`config.mk`:
```
export PLATFORM = sky130hd
export DESIGN_NAME = uiwave_decim
export DESIGN_NICKNAME = d
export VERILOG_FILES = /design/src/rtl/uiwave_decim.sv
export SDC_FILE = /design/constraint.sdc
export NUM_CORES = 1
export LEC_CHECK = 0
export BUFFER_PORTS_ARGS = -buffer_cell sky130_fd_sc_hd__buf_4
export CELL_PAD_IN_SITES_DETAIL_PLACEMENT = 0
export CELL_PAD_IN_SITES_GLOBAL_PLACEMENT = 1
export CORE_MARGIN = 2
export CORE_UTILIZATION = 49
export DETAILED_ROUTE_END_ITERATION = 10
export PLACE_DENSITY = 0.8
export SYNTH_ARGS = -nofsm -noshare
export SYNTH_HDL_FRONTEND = slang
export SYNTH_SLANG_ARGS = --single-unit
```
`constraint.sdc`:
```
create_clock -name I_wave_clk -period 15.5 [get_ports I_wave_clk]
set_input_delay 0 -clock I_wave_clk [delete_from_list [all_inputs] [get_ports I_wave_clk]]
set_output_delay 0 -clock I_wave_clk [all_outputs]
set_load 0.01 [all_outputs]
```
`src/rtl/uiwave_decim.sv`:
```
// rtl/uiwave_decim.sv - power-of-two ADC sample decimator (decimate / average / alternating peak)
//
// Purpose: reduces the raw 8-bit ADC stream by a timebase factor N = 2^n ahead of the
// waveform line buffer, with optional amplitude inversion.
//
// Ports:
//   I_wave_clk      sample clock (single clock domain)
//   I_wave_rst      asynchronous active-high reset
//   I_adc_data      raw ADC sample
//   I_adc_valid     I_adc_data valid this cycle
//   I_mode          0 decimate, 1 average, 2 alternating peak, 3 behaves as 0
//   I_div_log2      decimation exponent n, clamped to MAX_LOG2
//   I_invert        output 255 - value
//   I_clear         synchronous window restart (wins over I_adc_valid)
//   O_wave_data     conditioned sample, held between strobes
//   O_wave_data_de  one-cycle strobe per completed window
//   O_busy          window partially filled

module uiwave_decim #(
    parameter int MAX_LOG2 = 10,
    parameter int SUM_W    = 18
) (
    input  logic       I_wave_clk,
    input  logic       I_wave_rst,
    input  logic [7:0] I_adc_data,
    input  logic       I_adc_valid,
    input  logic [1:0] I_mode,
    input  logic [3:0] I_div_log2,
    input  logic       I_invert,
    input  logic       I_clear,
    output logic [7:0] O_wave_data,
    output logic       O_wave_data_de,
    output logic       O_busy
);

    localparam int         CNT_W = (MAX_LOG2 < 1) ? 1 : MAX_LOG2;
    localparam logic [3:0] MAX_N = 4'(MAX_LOG2);

    logic [CNT_W-1:0] cnt_q, cnt_d;
    logic [SUM_W-1:0] acc_q, acc_d;
    logic [7:0]       max_q, max_d;
    logic [7:0]       min_q, min_d;
    logic             phase_q, phase_d;
    logic [1:0]       mode_q, mode_d;
    logic [3:0]       n_q, n_d;
    logic             inv_q, inv_d;
    logic [7:0]       data_q, data_d;
    logic             de_q, de_d;
    logic             busy_q, busy_d;

    logic             first;
    logic             accept;
    logic             complete;
    logic [1:0]       eff_mode;
    logic [3:0]       eff_n;
    logic [3:0]       div_clamped;
    logic             eff_inv;
    logic [CNT_W-1:0] win_last;
    logic [SUM_W-1:0] sum_new;
    logic [7:0]       max_new;
    logic [7:0]       min_new;
    logic [7:0]       result;

    always_comb begin
        div_clamped = (I_div_log2 > MAX_N) ? MAX_N : I_div_log2;
        first       = (cnt_q == '0);
        accept      = I_adc_valid && !I_clear;

        // The sample that opens a window is processed with the config captured
        // on that same cycle, so n = 0 windows use the live inputs directly.
        eff_mode = first ? I_mode      : mode_q;
        eff_n    = first ? div_clamped : n_q;
        eff_inv  = first ? I_invert    : inv_q;

        win_last = CNT_W'((32'd1 << eff_n) - 32'd1);
        complete = accept && (cnt_q == win_last);

        sum_new = acc_q + SUM_W'(I_adc_data);
        max_new = (I_adc_data > max_q) ? I_adc_data : max_q;
        min_new = (I_adc_data < min_q) ? I_adc_data : min_q;

        case (eff_mode)
            2'd1:    result = 8'(sum_new >> eff_n);
            2'd2:    result = phase_q ? min_new : max_new;
            default: result = I_adc_data;
        endcase

        cnt_d   = cnt_q;
        acc_d   = acc_q;
        max_d   = max_q;
        min_d   = min_q;
        phase_d = phase_q;
        mode_d  = mode_q;
        n_d     = n_q;
        inv_d   = inv_q;
        data_d  = data_q;
        de_d    = 1'b0;

        if (I_clear) begin
            cnt_d   = '0;
            acc_d   = '0;
            max_d   = 8'd0;
            min_d   = 8'd255;
            phase_d = 1'b0;
        end else if (accept) begin
            if (first) begin
                mode_d = I_mode;
                n_d    = div_clamped;
                inv_d  = I_invert;
            end
            if (complete) begin
                cnt_d  = '0;
                acc_d  = '0;
                max_d  = 8'd0;
                min_d  = 8'd255;
                de_d   = 1'b1;
                data_d = eff_inv ? ~result : result;
                if (eff_mode == 2'd2) begin
                    phase_d = ~phase_q;
                end
            end else begin
                cnt_d = cnt_q + 1'b1;
                acc_d = sum_new;
                max_d = max_new;
                min_d = min_new;
            end
        end

        busy_d = (cnt_d != '0);
    end

    always_ff @(posedge I_wave_clk or posedge I_wave_rst) begin
        if (I_wave_rst) begin
            cnt_q   <= '0;
            acc_q   <= '0;
            max_q   <= 8'd0;
            min_q   <= 8'd255;
            phase_q <= 1'b0;
            mode_q  <= 2'd0;
            n_q     <= 4'd0;
            inv_q   <= 1'b0;
            data_q  <= 8'd0;
            de_q    <= 1'b0;
            busy_q  <= 1'b0;
        end else begin
            cnt_q   <= cnt_d;
            acc_q   <= acc_d;
            max_q   <= max_d;
            min_q   <= min_d;
            phase_q <= phase_d;
            mode_q  <= mode_d;
            n_q     <= n_d;
            inv_q   <= inv_d;
            data_q  <= data_d;
            de_q    <= de_d;
            busy_q  <= busy_d;
        end
    end

    assign O_wave_data    = data_q;
    assign O_wave_data_de = de_q;
    assign O_busy         = busy_q;

endmodule

```
==> flow_summary.toml, run 1 <==
[power]
swShare_pct = 39.4
combPwrFrac_pct = 38.7
leakage_nw = 2.77
p_int_w = 0.000394
ir_drop_v = 0.0000710
p_sw_w = 0.000256
seqPwrFrac_pct = 29.7
clockPowerShare_pct = 31.6
power_w = 0.000650
power_density_nw_per_um2 = 99.1

[synth]
ys_types = 85
async_flop_share_pct = 100
synth.cell_area_um2 = 5980
syn_inst = 728
yosysSeqAreaShare_pct = 26.1
ys_warn_count = 0
synth-main-ff-cell = "dfrtp_1"
synth_area_leader_cell = "dfrtp_1"
synth-edff-count = 0
yosys.area.top_type_share_pct = 22.6
synth.top_cells.by_count = "65 x nand2_1, 54 x dfrtp_1, 51 x nor2_1"
ys_top_cells_by_area = "dfrtp_1 23%, ha_1 5.9%, nand2_1 4.1%"
syn_nets = 776
synth.most_common_cell = "nand2_1"
avgSynthCellArea_um2 = 8.21
ys_ff_latch = 62

[cts]
clkLatencyLatePin_ns = 0.35
clock_path_buffers = 2
clkTransAtPathRegs_ns = 0.06
cts_root_buffer = "clkbuf_16"
cts_buffers = 9
cts-resized-gates = 0
cts_setup_buffers = 0
htreeDepth = 3
clkSinkCount = 62
cts_tree = "built"

[detailed_routing]
ant_nets = 0
drt_iter0_drc = 434
wirelength_um = 18100
routedWlPerCell_um = 20.6
drc = 0
dr.pass1.iters = 5
vias = 5796
avgViaCountPerCell = 6.59

[cells_and_area]
syn_to_final_growth_pct = 9.63
antennaDiodeCount = 0
fin_util_pct = 54.8
drive_gt1_share_pct = 13.4
nets = 775
stdcell_area_um2 = 6560

[place]
place_congestion = 0.902
place_area_um2 = 6180
numPortBuffers = 28
place_hpwl_um = 13500

[setup_path]
timing.rr.end = "acc_q[17]"
critPathLaunchType = "flop"
cp_max_fo = 26
critPathRequiredTime_ns = 15.77
critPathMaxStageDelay_ns = 0.62
endpoint_kind = "flop"
r2r_slack_ns = 9.94
arrival_ns = 5.83
worstSetupEndpoint = "acc_q[17]"
slowest_stage = "mux2_2"
rr_worst_depth = 17
startpoint = "cnt_q[0]"
reg2reg_from = "cnt_q[0]"
path_class = "flop to flop"
worstPathCellList = "inv_1 > ha_1 > or4b_4 > nor3_4 > mux2_2 > nand2_1 > ha_1 > nor3b_1 > o21ai_0 > mux2i_1 > or3b_2 > nand3_1 > nor3_1 > a21oi_2 > buf_4 > nor3b_1 > o21bai_1"

[outcome]
status = "finished, final reports clean"

[timing]
finalSetupViolCount = 0
fin_worst_skew_ns = 0.00908
slew-limit-headroom_pct = 33.5
final.setup.tns_ns = 0
hold_viol_final = 0
clock.fmax_ghz = 0.180
min_period_over_period_pct = 35.9
min_period_ns = 5.56
worstMarginPinSlew_ns = 0.997
rsz0062_at_grt = "no"
report.final.slew_viol_count = 0

[floorplanning]
initial_core_util_pct = 50.0
rows = 40
fp.dieArea_um2 = 13100
io_pins = 29
fp.dieH_um = 114
core_um2 = 12000
fp.dieW_um = 114

[global_routing]
grt_max_degree = 63
antenna_found_initial = 0
gr-total-overflow = 0
grt_pass1_wl_um = 29400
first_global_vias = 5554
track_usage_pct = 28.8

[worst_hold_path]
hp-class = "input port to flop"

[job]
cap_violations = 0
critical path, delay by kind of cell (launching register included):
family                     cells  cell delay, ns
DFF                            1            0.50
AOI/OAI and AO/OA              3            1.02
and+or+nand+nor                8            2.07
adders and majority gates      2            0.63
muxes                          2            0.75
buffers and inverters          2            0.47
per-layer routing:
layer	GRT usage, %	vias to the layer above	share of wire [%]
met3	4.34	33	6.1
met1	39.2	2799	45
li1	-	2781	-
met5	0	-	0
met2	45.9	183	46
met4	11.4	0	2.8
cell families after synthesis:
family | count (synthesis) | share of synthesized area, %
mux | 34 | 6.21
simple gates | 241 | 21.2
buf+inv | 87 | 6.13
fa+ha+maj | 29 | 6.19
compound gates | 249 | 30.4
xor+xnor | 26 | 3.81
flops | 62 | 26.1
what timing repair did:
item,CTS,global route
endpoints found under the setup margin,0,0
hold buffers,8,0
hold endpoints to repair,66,0
layout by cell type, fill, tap and decap left out, types with 14 or more instances in the layout:
cell / count
ha_1: 28
mux2_2: 14
a21oi_1: 31
nand4_1: 14
nor2_1: 51
o21ai_0: 35
nor3_1: 21
nand2_1: 65
a22o_1: 19
buf_4: 33
a31oi_1: 19
inv_1: 33
mux2i_1: 17
nand3_1: 20
o211ai_1: 19
dfrtp_1: 54
area by class of cell:
| class | instances | area, um2 |
|---|---|---|
| clock buffers | 9 | 225 |
| multi-input cells | 579 | 4060 |
| repair buffers | 41 | 328 |
| well taps | 147 | 184 |
| flip-flops and latches | 62 | 1560 |
| fillers | 1133 | 5410 |
| clock inverters | 7 | 73.8 |
| inverters | 34 | 128 |
how the worst min path moves through the flow:
stage                             start       end  slack (ns)  cells past startpoint
final                     I_adc_data[7]  max_q[7]        0.01                      2
after global routing      I_adc_data[4]  max_q[4]        0.02                      2
after CTS                 I_adc_data[4]  max_q[4]       0.008                      2
after detailed placement        I_clear  cnt_q[0]        0.24                      2
after global placement          I_clear  cnt_q[0]        0.23                      2
after floorplan           I_adc_data[1]  max_q[1]        0.14                      1
metrics by stage:
step	hold WS (ns)	instances	setup slack, ns
finish	0.0132	879	9.94
detailed placement	0.244	855	10.02
floorplan	0.140	728	10.48
global placement	0.234	855	10.18
CTS	0.00822	879	9.96
global route	0.0196	879	9.52
power by group through the flow:
stage / logic [W] / clock network [W] / registers [W]
after floorplan: 0.000191 / 0 / 0.000184
after global placement: 0.000241 / 0 / 0.000195
after CTS: 0.000248 / 0.000209 / 0.000192
final: 0.000252 / 0.000205 / 0.000193
after detailed placement: 0.000245 / 0 / 0.000195
after global routing: 0.000276 / 0.000215 / 0.000195
registers in the layout, summed over array words and instances, names as in the netlist:
name            flops
O_busy              1
O_wave_data         8
O_wave_data_de      1
acc_q              18
cnt_q              10
inv_q               1
max_q               8
min_q               8
mode_q              2
n_q                 4
phase_q             1
Power figures use the tool's default switching activity.
==> inputs of run 2 (changes only) <==
ABC_AREA = 1   (was default)
CORE_UTILIZATION = 40   (was 49)
PLACE_DENSITY = 0.74   (was 0.8)
clock period = 4.8 ns   (was 15.5 ns; I/O delays follow)
==> flow_summary.toml, run 2 <==
[timing]
min_period_over_period_pct = 78.0
fin_worst_skew_ns = 0.00825
finalSetupViolCount = 0
slew-limit-headroom_pct = 37.8
layout_setup_ws_ns = 1.06
final.setup.tns_ns = 0
clock.fmax_ghz = 0.267
worstMarginPinSlew_ns = 0.931
min_period_ns = 3.74
rsz0062_at_grt = "no"
hold_viol_final = 0
report.final.slew_viol_count = 0

[cells_and_area]
nets = 941
largest_reg_flops = 18
syn_to_final_growth_pct = 12.7
seqCellArea_um2 = 1560
antennaDiodeCount = 0
final_cell_mix = "286 x nand2_1, 148 x nand3_1, 99 x inv_1"
regMostFlops = "acc_q"
largestRegisters = "acc_q x18, cnt_q x10"
fill_cells = 1418
drive_gt1_share_pct = 11.7
multi_input_area_um2 = 3440
stdcell_area_um2 = 6240
final_common_cell = "nand2_1"

[setup_path]
reg2reg_from = "cnt_q[0]"
worst-path-buf-inv = 3
cp.depth = 22
cp_top_family = "simple AND/OR/NAND/NOR gates"
critPathMaxStageDelay_ns = 0.44
critPathLaunchType = "flop"
rr_worst_depth = 22
arrival_ns = 4.01
endpoint_kind = "flop"
critPathRequiredTime_ns = 5.07
r2r_slack_ns = 1.06
slowest_stage = "dfrtp_1"
path_class = "flop to flop"
worstPathCellList = "inv_1 > ha_1 > nand2_1 > nor2_4 > nand3_2 > nand2_2 > inv_2 > nor2_8 > nand3_1 > ha_1 > xnor2_1 > nor2_1 > nand2_1 > nor2_1 > nand3_2 > nor2_4 > nand3_2 > clkinv_2 > nand2_1 > nand2_1 > nand2_1 > nor2_1"
cp_max_fo = 16
cpMostUsedCell = "nand2_1"
timing.rr.end = "phase_q"

[place]
dpl_worst_slack_ns = 1.05
place_hpwl_um = 12400
place_area_um2 = 5870
numPortBuffers = 28
place_congestion = 0.838

[cts]
htreeDepth = 3
clkLatencyLatePin_ns = 0.34
cts_buffers = 9
cts_tree = "built"
clkSinkCount = 62
cts-resized-gates = 0
cts_root_buffer = "clkbuf_16"
clock_path_buffers = 2
clkTransAtPathRegs_ns = 0.06

[outcome]
status = "finished, final reports clean"

[synth]
ys_ff_latch = 62
synth.cell_area_um2 = 5540
syn_nets = 919
synth.top_cells.by_count = "286 x nand2_1, 148 x nand3_1, 100 x inv_1"
synth_area_leader_cell = "dfrtp_1"
synth-edff-count = 0
async_flop_share_pct = 100
synth-main-ff-cell = "dfrtp_1"
ys_warn_count = 0
avgSynthCellArea_um2 = 6.36
synth.most_common_cell = "nand2_1"
yosysSeqAreaShare_pct = 28.2
ys_types = 42
syn_inst = 871
yosys.area.top_type_share_pct = 24.4
ys_top_cells_by_area = "dfrtp_1 24%, nand2_1 19%, nand3_1 13%"

[global_routing]
first_global_vias = 5331
grt_pass1_wl_um = 26800
grt_max_degree = 63
gr-total-overflow = 0
antenna_found_initial = 0
track_usage_pct = 23.3

[worst_hold_path]
min_to = "min_q[4]"
min_path_cells = 3
min_from = "I_adc_data[4]"
hp-class = "input port to flop"

[power]
leakage_nw = 3.29
ir_drop_v = 0.000230
power_density_nw_per_um2 = 522

[floorplanning]
io_pins = 29
rows = 42
fp.dieArea_um2 = 14800
fp.dieW_um = 122
core_um2 = 13400
initial_core_util_pct = 41.3
fp.dieH_um = 122

[detailed_routing]
vias = 5646
drt_iter0_drc = 427
routedWlPerCell_um = 15.3
dr.pass1.iters = 5
ant_nets = 0
wirelength_um = 16400
avgViaCountPerCell = 5.26
drc = 0

[job]
cap_violations = 0
run 2: cell types whose count changed in the layout (fill, tap and decap cells not counted), sizes merged, moves of 15 or more:
cell,before,now
nand2,65,301
nand3,20,153
inv,35,109
mux2i,18,0
a22o,19,2
o211ai,19,2
a31oi,19,3
a21oi,33,18
mux2,15,0
run 2: area by class of cell:
class | instances | share of cell area [%]
multi-input cells | 677 | 55.1
repair buffers | 33 | 4.05
well taps | 176 | 3.53
inverters | 110 | 6.68
flip-flops and latches | 62 | 25.0
clock inverters | 7 | 1.97
clock buffers | 9 | 3.61
run 2: layer usage:
layer / vias to the layer above / part of all wire (%) / global-route usage (%) / routed length (um)
met5: - / 0 / 0 / 0
met4: 0 / 2.0 / 6.90 / 332
li1: 2879 / - / - / -
met1: 2611 / 48 / 31.4 / 7960
met3: 22 / 4.8 / 4.96 / 789
met2: 134 / 45 / 37.7 / 7350
run 2: worst min-delay path: stages:
cell and delay (ns):
buf_4 0.15, nand3_1 0.10, a31oi_1 0.08
run 2: stage by stage:
step	total power, W	std cells	utilization (%)	hold slack [ns]
6_report	0.00326	1074	46.6	0.00430
5_1_grt	0.00357	1074	46.6	0.0125
4_1_cts	0.00329	1074	46.6	0.00253
3_5_place_dp	0.00250	1056	43.8	0.254
3_3_place_gp	0.00250	1056	43.8	0.252
2_1_floorplan	0.00208	871	-	0.165
run 2: report_power, final:
| group | switching [W] | leakage, nW | internal (W) |
|---|---|---|---|
| clock | 0.000262 | 0.162 | 0.000509 |
| combinational | 0.00126 | 2.31 | 0.000603 |
| sequential | 0.0000429 | 0.815 | 0.000586 |
run 2: worst max-delay path by stage:
stage	start	to	slack (ns)
after floorplan	cnt_q[0]	acc_q[1]	1.75
after global placement	cnt_q[0]	phase_q	1.16
after detailed placement	cnt_q[0]	phase_q	1.05
after CTS	cnt_q[0]	phase_q	1.03
after global routing	cnt_q[0]	phase_q	0.58
final	cnt_q[0]	phase_q	1.06
run 2: what timing repair did:
| action | 4_1_cts | 5_1_grt |
|---|---|---|
| hold endpoints to repair | 58 | 0 |
| setup buffers | 0 | 0 |
| hold buffers | 2 | 0 |
run 2: logic make-up after synthesis:
group | after synthesis | share of synthesized area, %
AOI/OAI and AO/OA | 84 | 8.29
buffers and inverters | 132 | 9.67
xor gates and xnor gates | 8 | 1.27
DFF | 62 | 28.2
and+or+nand+nor | 556 | 45.9
adders and majority gates | 29 | 6.69
